===== config.mk =====
export PLATFORM = sky130hd
export DESIGN_NAME = fir_sample_fifo
export DESIGN_NICKNAME = d
export VERILOG_FILES = /design/src/rtl/fir_sample_fifo.sv
export SDC_FILE = /design/constraint.sdc
export NUM_CORES = 1
export LEC_CHECK = 0
export CORE_ASPECT_RATIO = 0.8
export CORE_UTILIZATION = 55
export DETAILED_ROUTE_END_ITERATION = 10
export GPL_TIMING_DRIVEN = 0
export HOLD_SLACK_MARGIN = 0.1
export PLACE_DENSITY_LB_ADDON = 0.12
export SYNTH_ARGS = -nofsm -noshare
export SYNTH_HDL_FRONTEND = slang
export SYNTH_SLANG_ARGS = --single-unit
export TNS_END_PERCENT = 20

===== constraint.sdc =====
create_clock -name clk -period 5.24 [get_ports clk]
set_input_delay 1.048 -clock clk [delete_from_list [all_inputs] [get_ports clk]]
set_output_delay 1.048 -clock clk [all_outputs]
set_load 0.02 [all_outputs]

===== src/rtl/fir_sample_fifo.sv =====
// Single-clock sample FIFO for the FIR datapath: registered read, occupancy count,
// derived full/empty/almost_full flags and sticky overflow/underflow error flags.
module fir_sample_fifo #(
  parameter int DATA_W    = 16,
  parameter int ADDR_W    = 4,
  parameter int AFULL_LVL = 12
) (
  input  logic              clk,
  input  logic              rst_n,
  input  logic              en_put,
  input  logic [DATA_W-1:0] data_in,
  input  logic              en_get,
  output logic [DATA_W-1:0] data_out,
  output logic              full,
  output logic              empty,
  output logic              almost_full,
  output logic [ADDR_W:0]   count,
  output logic              overflow,
  output logic              underflow,
  input  logic              clr_err
);

  localparam int              DEPTH     = 2 ** ADDR_W;
  localparam logic [ADDR_W:0] DEPTH_CNT = (ADDR_W + 1)'(DEPTH);
  localparam logic [ADDR_W:0] AFULL_CNT = (ADDR_W + 1)'(AFULL_LVL);
  localparam logic [ADDR_W:0] CNT_ONE   = (ADDR_W + 1)'(1);
  localparam logic [ADDR_W-1:0] PTR_ONE = ADDR_W'(1);

  logic [DATA_W-1:0] mem [DEPTH];

  logic [ADDR_W-1:0] wr_ptr_reg;
  logic [ADDR_W-1:0] rd_ptr_reg;
  logic [ADDR_W:0]   count_reg;
  logic [ADDR_W:0]   count_next;
  logic [DATA_W-1:0] data_out_reg;
  logic              overflow_reg;
  logic              underflow_reg;

  logic put_ok;
  logic get_ok;
  logic overflow_set;
  logic underflow_set;

  // A get at full frees the slot being written, so the put may proceed.
  assign get_ok        = en_get & ~empty;
  assign put_ok        = en_put & (~full | get_ok);
  assign overflow_set  = en_put & full & ~get_ok;
  assign underflow_set = en_get & empty;

  always_comb begin
    count_next = count_reg;
    case ({put_ok, get_ok})
      2'b10:   count_next = count_reg + CNT_ONE;
      2'b01:   count_next = count_reg - CNT_ONE;
      default: count_next = count_reg;
    endcase
  end

  // Storage is deliberately left out of reset so it maps onto block RAM.
  always_ff @(posedge clk) begin
    if (put_ok) begin
      mem[wr_ptr_reg] <= data_in;
    end
  end

  always_ff @(posedge clk or negedge rst_n) begin
    if (!rst_n) begin
      wr_ptr_reg    <= '0;
      rd_ptr_reg    <= '0;
      count_reg     <= '0;
      data_out_reg  <= '0;
      overflow_reg  <= 1'b0;
      underflow_reg <= 1'b0;
    end else begin
      count_reg <= count_next;
      if (put_ok) begin
        wr_ptr_reg <= wr_ptr_reg + PTR_ONE;
      end
      if (get_ok) begin
        data_out_reg <= mem[rd_ptr_reg];
        rd_ptr_reg   <= rd_ptr_reg + PTR_ONE;
      end
      // A fresh error event takes priority over a clear in the same cycle.
      if (overflow_set) begin
        overflow_reg <= 1'b1;
      end else if (clr_err) begin
        overflow_reg <= 1'b0;
      end
      if (underflow_set) begin
        underflow_reg <= 1'b1;
      end else if (clr_err) begin
        underflow_reg <= 1'b0;
      end
    end
  end

  assign data_out    = data_out_reg;
  assign count       = count_reg;
  assign full        = (count_reg == DEPTH_CNT);
  assign empty       = (count_reg == '0);
  assign almost_full = (count_reg >= AFULL_CNT);
  assign overflow    = overflow_reg;
  assign underflow   = underflow_reg;

endmodule


Yosys cells after proc, flatten, opt, wreduce, memory -nomap -nowiden
Memory sizes are Yosys's and may differ from the RTL's. A register that Yosys moved wholly into a read port is not among the register bits.
Cells that the tools add are included.
Storage, ports and cells
  register bits: 15
  bits in writable memories: 256
  output and inout port bits: 26
  logic and storage cells: 34
  memories kept: 1
  input bits: 21
Operators by class
  $lt $le $gt $ge: 1
  add/subtract/negate cells: 4
  equal/unequal tests: 3
  reductions and logical operators: 5
  bitwise logic cells: 9
  muxes and demuxes: 6
Memories
  mem: depth 16, bits a word 16, read ports 1, clocked after memory_dff 1, wr ports 1, RTL line 29  | logic [DATA_W-1:0] mem [DEPTH];
Operators with widths (number)
  5-bit one-hot mux with 2 select lines: 1
  4-bit by 1-bit adder with 4-bit output (second input constant): 2
  2-bit nonzero test: 3
  5-bit by 1-bit adder with 5-bit output (second input constant): 1
  1-bit AND: 5
  5-bit equality test (second input constant): 1
  5-bit by 4-bit greater-or-equal comparator with 1-bit output (second input constant): 1
  5-bit logical NOT: 1
  1-bit two-way mux: 5
  5-bit by 1-bit subtractor with 5-bit output (second input constant): 1
  1-bit inverter: 3
  2-bit by 1-bit equality test with 1-bit output (second input constant): 1
  2-bit equality test (second input constant): 1
  1-bit logical NOT: 1
  1-bit bitwise OR: 1

Longest topological paths before layout
Gate-level depths: netlist (run 1).
  word-level depth: 7
  depth in mapped cells: 13
  gate-level depth less buffers: 10

Worst setup path before layout (run 1)
Ideal clock, no wire load.
  path type: register to register
  start: reg count_reg[1] (netlist: count[1])
  end: reg count_reg[2] (netlist: count[2])
  slack: 2.225 ns
  cell stages (with the launch flop): 14
  data arrival time: 2.881 ns
  path buffers: 3
  period minus slack after synthesis: 3.015 ns
  required time: 5.106 ns
  setup time: 0.134 ns
  cell sequence: dfrtp_1 buf_6 or4_4 o21ai_4 inv_4 buf_4 ha_1 clkbuf_1 xor2_1 ha_1 a21oi_1 xor2_1 nor2_1 xor2_1
On the way
  word-level cells in the longest chain between the ends: 7
  elaborated cells on any way between the ends: 13
RTL lines
  start: declaration: RTL line 33  | logic [ADDR_W:0] count_reg;
  start signal: assignment: RTL line 75  | count_reg <= count_next;
  5-bit logical NOT (*): RTL line 100  | assign empty = (count_reg == '0);
  1-bit inverter (*): RTL line 45  | assign get_ok = en_get & ~empty;
  1-bit AND (*): RTL line 45
  named net get_ok: RTL line 40  | logic get_ok;
  1-bit bitwise OR: RTL line 46  | assign put_ok = en_put & (~full | get_ok);
  1-bit AND: RTL line 46
  2-bit by 1-bit equality test with 1-bit output or 2-bit equality test (tied branches): RTL line 52  | case ({put_ok, get_ok})
  5-bit one-hot mux with 2 select lines or 2-bit nonzero test (tied branches)
The timed path passes the listed nets; every way through them passes the cells marked *.
A chain may end at the register's enable or synchronous reset.

Final worst setup path (run 1)
  start: reg count_reg[1] (netlist: count[1])
  end: out empty
On the way
  word-level cells in the longest chain between the ends: 1
RTL lines
  5-bit logical NOT: RTL line 100
  end: declaration: RTL line 15  | output logic empty,
Every way passes these cells.

==> results of run 1 <==
-- metal layers --
metal	up-vias	global-route usage [%]	share of wire, %
li1	2439	-	-
met1	3040	34.7	45
met2	188	38.9	48
met3	42	3.00	4.8
met4	0	6.98	2.5
met5	-	0	0
-- cells in the mapped netlist, types with 2 or more instances --
| cell type | n | area, um^2 |
|---|---|---|
| edfxtp_1 | 256 | 7690 |
| o22ai_1 | 2 | 12.5 |
| nand2_1 | 13 | 48.8 |
| mux4_2 | 64 | 1440 |
| dfrtp_1 | 31 | 776 |
| buf_6 | 6 | 67.6 |
| xnor2_1 | 8 | 70.1 |
| inv_1 | 6 | 22.5 |
| nor2_1 | 18 | 67.6 |
| nor3_1 | 6 | 30.0 |
| xor2_1 | 4 | 35.0 |
| clkbuf_1 | 9 | 33.8 |
| a211oi_1 | 17 | 128 |
| buf_2 | 9 | 45.0 |
| a21oi_1 | 7 | 35.0 |
| nor2b_1 | 15 | 93.8 |
| a21oi_2 | 10 | 87.6 |
| o22ai_2 | 13 | 163 |
| buf_1 | 4 | 15.0 |
| nor4_1 | 2 | 12.5 |
| mux2_2 | 15 | 169 |
| buf_4 | 3 | 22.5 |
| ha_1 | 8 | 100 |
| nand2b_1 | 4 | 25.0 |
| o21ai_0 | 4 | 20.0 |
| mux2i_1 | 2 | 20.0 |
-- cells by family (layout without fill, tap and decap cells) --
kind of cell | Yosys count | after routing
flops | 287 | 287
mux | 81 | 81
simple gates | 65 | 65
compound gates | 60 | 60
buf+inv | 39 | 153
xor+xnor | 12 | 12
fa+ha+maj | 8 | 8
-- critical path: cells and delay by family (launching register included) --
| kind | cells | cell delay [ps] |
|---|---|---|
| buf+inv | 2 | 760 |
| simple gates | 2 | 740 |
| flops | 1 | 380 |
-- through the flow --
stage	instances	hold WS (ps)
detailed placement	879	490
global route	930	548
finish	930	501
CTS	930	506
global placement	862	506
floorplan	552	543
-- cell type report --
class                           count  share of cell area [%]
Inverter                            7                   0.216
Tap cell                          264                    2.48
Timing Repair Buffer               63                    5.60
Sequential cell                   287                    63.4
Clock inverter                     10                   0.328
Buffer                             32                    1.49
Clock buffer                       41                    5.85
Multi-Input combinational cell    226                    20.6
-- worst paths after layout --
path	start	end	slack [ps]
setup / recovery	count[1]	empty	1780
hold / removal	data_out[8]	data_out[8]	500
setup reg to reg	count[1]	count[4]	1830
hold reg to reg	data_out[8]	data_out[8]	500
max in group asynchronous	rst_n	rd_ptr_reg[0]	4130
min in group asynchronous	rst_n	count[3]	600
-- report_power, final --
| group | internal (mW) | total (mW) | switching, mW |
|---|---|---|---|
| Clock | 1.03 | 1.81 | 0.787 |
| Combinational | 1.11 | 2.39 | 1.28 |
| Sequential | 2.82 | 2.98 | 0.163 |
==> results_dict.tcl, run 1 <==
set metrics [dict create \
    final_cell_mix "edfxtp_1 (256), mux4_2 (64), clkdlybuf4s50_1 (45)" \
    antenna_found_initial 0 \
    synth-edff-count 256 \
    yosys.area_share.simple_pct 3.01 \
    synth_fa_ha_area_share_pct 0.879 \
    final_common_cell "edfxtp_1" \
    insertion_delay_ps 530 \
    synth.distinct_cells 42 \
    grtUsageTotal_pct 23.9 \
    netlist_instances 552 \
    drt_iter0_markers 462 \
    grt_pass1_wl_mm 36.2 \
    muxShareOfSynthArea_pct 14.3 \
    maxCapViolations 0 \
    row_count 46 \
    arrival_ps 2410 \
    synth_top_family_by_area "multiplexers" \
    chipWidth_um 163 \
    synth_nets 581 \
    fillers 1296 \
    slew_headroom_pct 34.6 \
    cts.sinks 287 \
    cts.htree.levels 1 \
    peakVddDrop_mv 0.333 \
    antenna_left 0 \
    io_pins 47 \
    pre_cts_slack_ps 1300 \
    async_reset_ff_share_pct 10.8 \
    cts_setup_buffers 0 \
    max_freq_mhz 289 \
    finalWorstSetupSlack_ps 1780 \
    power_mw 7.18 \
    synth_compound_area_share_pct 4.60 \
    synth.avg_cell_area_um2 20.6 \
    synth-xor-area-share_pct 0.922 \
    multiInputGateArea_um2 2750 \
    die_y_um 131 \
    timing.final.hold_violations 0 \
    area_delta_synth_final_pct 17.1 \
    ys_ff_latch 287 \
    vias 5709 \
    path_class "reg -> out" \
    required_ps 4190 \
    worstHoldPathType "reg -> reg" \
    core_area_um2 20000 \
    fin_crit_sh_pct 66.0 \
    rr_worst_depth 13 \
    largest_register_ffs 256 \
    ys_seq_area_share_pct 74.3 \
    hpwl_mm 15.9 \
    drv_slew 0 \
    fin_crit_ps 3460 \
    fin_nets 674 \
    crit_path_end_kind "primary output" \
    cts_hold_buffers 0 \
    cts_tree "built" \
    cpMaxStageDelayCell "clkdlybuf4s50_1" \
    diodes 0 \
    finalSetupViolCount 0 \
    grt-ovfl-total 0 \
    crit_fanout 8 \
    power.density_nw_per_um2 538 \
    path_cells "buf_6 -> or4_4 -> nor2_1 -> clkdlybuf4s50_1" \
    rsz0062_at_grt "no" \
    dieArea_um2 21300 \
    drive_gt1_share_pct 29.6 \
    ys.warnings.count 0 \
    synth_area_um2 11400 \
    gp_congestion 0.806 \
    firstDrtPassIters 4 \
    worst_slew_pin_slew_ps 975 \
    postLayoutCoreUtil_pct 66.6 \
    critical-path-max-stage-delay_ps 620 \
    path_clk_slew_ps 60 \
    numCtsBuffers 28 \
    drt-total-wl_mm 24.1 \
    fin_area_um2 13300 \
    post_drt_via_cell_ratio 6.14 \
    place_area_um2 12500 \
    tns_ps 0 \
    ys.flop_type "edfxtp_1" \
    drcViolationCount 0 \
    root_buffer "clkbuf_16" \
    hold_depth 2 \
    avgRoutedWirePerCell_um 25.9 \
    start_util_pct 56.9 \
    clock_path_buffers 3 \
    p_leak_nw 4.36 \
    start_kind "register" \
    port_buffers 46 \
    grt_pass1_vias 5790 \
    seq_area_um2 8460 \
    skew_ps 11.9 \
    status "completed" \
    cts-resized-gates 0 \
    grt_max_degree 32 \
]
(Power assumes the default switching activity.)
==> run 2, diff against run 1 <==
--- a/config.mk
+++ b/config.mk
@@ -6,7 +6,7 @@
 export NUM_CORES = 1
 export LEC_CHECK = 0
 export CORE_ASPECT_RATIO = 0.8
-export CORE_UTILIZATION = 55
+export CORE_UTILIZATION = 54
 export DETAILED_ROUTE_END_ITERATION = 10
 export GPL_TIMING_DRIVEN = 0
 export HOLD_SLACK_MARGIN = 0.1
==> constraint.sdc (replaced) <==
create_clock -name clk -period 2.9 [get_ports clk]
set_input_delay 0.58 -clock clk [delete_from_list [all_inputs] [get_ports clk]]
set_output_delay 0.58 -clock clk [all_outputs]
set_load 0.02 [all_outputs]
==> run 2 against run 1 <==
Effect of this change: sequential power rose by 81%; total power rose by 82%; clock power rose by 85%; die area rose by 1.8%; clock skew rose by 0.62 ps; critical endpoint is now count[4]; largest power group unchanged; highest routed layer unchanged.
==> results_dict.tcl, run 2 (same netlist as run 1, synthesis figures left out) <==
set metrics [dict create \
    avgRoutedWirePerCell_um 25.6 \
    diodes 0 \
    final_common_cell "edfxtp_1" \
    dieArea_um2 21700 \
    firstDrtPassIters 5 \
    multiInputGateArea_um2 2790 \
    numCtsBuffers 27 \
    cpMaxStageDelayCell "or4_4" \
    clock_path_buffers 3 \
    p_leak_nw 4.42 \
    drcViolationCount 0 \
    max_freq_mhz 355 \
    fillers 1399 \
    status "completed" \
    gp_congestion 0.804 \
    fin_crit_sh_pct 97.2 \
    row_count 47 \
    start_kind "register" \
    drive_gt1_share_pct 32.6 \
    post_drt_via_cell_ratio 5.96 \
    tns_ps 0 \
    worst_slew_pin_slew_ps 879 \
    chipWidth_um 164 \
    antenna_found_initial 0 \
    worstHoldPathType "in -> async" \
    timing.final.hold_violations 0 \
    path_class "reg -> reg" \
    crit_path_end_kind "register" \
    grt_max_degree 32 \
    peakVddDrop_mv 0.721 \
    path_clk_slew_ps 70 \
    root_buffer "clkbuf_16" \
    seq_area_um2 8470 \
    cts.sinks 287 \
    r2r_slack_ps 80 \
    r2r-start "count[1]" \
    fin_crit_ps 2820 \
    power.density_nw_per_um2 974 \
    skew_ps 12.6 \
    hpwl_mm 16.2 \
    drt_iter0_markers 407 \
    slew_headroom_pct 41.1 \
    maxCapViolations 0 \
    die_y_um 132 \
    antenna_left 0 \
    cts.htree.levels 1 \
    final_cell_mix "edfxtp_1 (256), mux4_2 (64), clkdlybuf4s50_1 (43)" \
    largest_register_ffs 256 \
    critical-path-max-stage-delay_ps 580 \
    area_delta_synth_final_pct 18.1 \
    start_util_pct 55.0 \
    port_buffers 46 \
    vias 5643 \
    r2r_end "count[4]" \
    cts_tree "built" \
    fin_nets 687 \
    drv_slew 0 \
    drt-total-wl_mm 24.2 \
    grt_pass1_vias 5898 \
    insertion_delay_ps 530 \
    cts_hold_buffers 0 \
    io_pins 47 \
    finalSetupViolCount 0 \
    core_area_um2 20700 \
    grtUsageTotal_pct 23.4 \
    path_cells "or4_4 -> buf_6 -> o21ai_4 -> inv_8 -> ha_4 -> buf_8 -> xor2_2 -> ha_2 -> a211oi_2 -> nor4_2 -> xnor2_1" \
    grt-ovfl-total 0 \
    arrival_ps 3220 \
    rr_worst_depth 11 \
    required_ps 3310 \
    postLayoutCoreUtil_pct 65.0 \
    grt_pass1_wl_mm 36.3 \
    crit_fanout 9 \
]
-- run 2: what timing repair did --
| action | in CTS | in global routing |
|---|---|---|
| endpoints found under the hold margin | 0 | 0 |
| setup endpoints to repair | 4 | 3 |
| buffers inserted | 3 | 14 |
| cloned | 0 | 0 |
| gates resized for setup | 6 | 12 |
| pin swaps | 5 | 9 |
-- run 2: routing by layer --
metal,up-vias,GRT usage [%],share of wire [%]
met2,187,37.7,49
met3,28,3.65,5.9
met5,-,0,0
li1,2452,-,-
met4,0,4.38,1.4
met1,2976,34.8,44
-- run 2: per-stage QoR --
step / setup slack, ps / power, mW / area [um^2] / cells / hold WS, ps
after detailed placement: -366 / 9.80 / 12500 / 883 / 501
after CTS: -74.3 / 13.2 / 13300 / 934 / 146
final: 81.9 / 13.1 / 13500 / 947 / 134
after global placement: -1550 / 9.54 / 12200 / 867 / 486
after floorplan: 35.5 / 8.27 / 11400 / 552 / 284
after global routing: -13.7 / 13.7 / 13500 / 947 / 181
-- run 2: how the worst max path moves through the flow --
stage / startpoint / end / slack (ps) / depth (start not counted)
global route: count[1] / count[2] / -10 / 12
CTS: count[1] / count[4] / -70 / 12
floorplan: count[3] / count[2] / 40 / 12
global placement: en_get / mem[1][12] / -1550 / 5
finish: count[1] / count[4] / 80 / 11
detailed placement: en_get / count[4] / -370 / 11
-- run 2: final cells by class --
type | instances | area share (%)
plain buffers | 30 | 1.43
clock buffers | 38 | 5.40
clock inverters | 11 | 0.762
inverters | 7 | 0.251
multi-input cells | 226 | 20.7
flip-flops and latches | 287 | 62.9
well taps | 269 | 2.50
repair buffers | 79 | 6.02
-- run 2: critical path: cells and delay by family, from the launching register on --
kind,cells,cell delay [ps]
simple gates,2,870
flops,1,490
fa+ha+maj,2,400
buf+inv,3,350
compound gates,2,340
xor+xnor,2,240
-- run 2: where the power goes --
group | total, mW | switching (mW) | internal (mW)
clock network | 3.35 | 1.43 | 1.92
logic | 4.36 | 2.33 | 2.03
registers | 5.40 | 0.308 | 5.09
total | 13.1 | 4.06 | 9.04
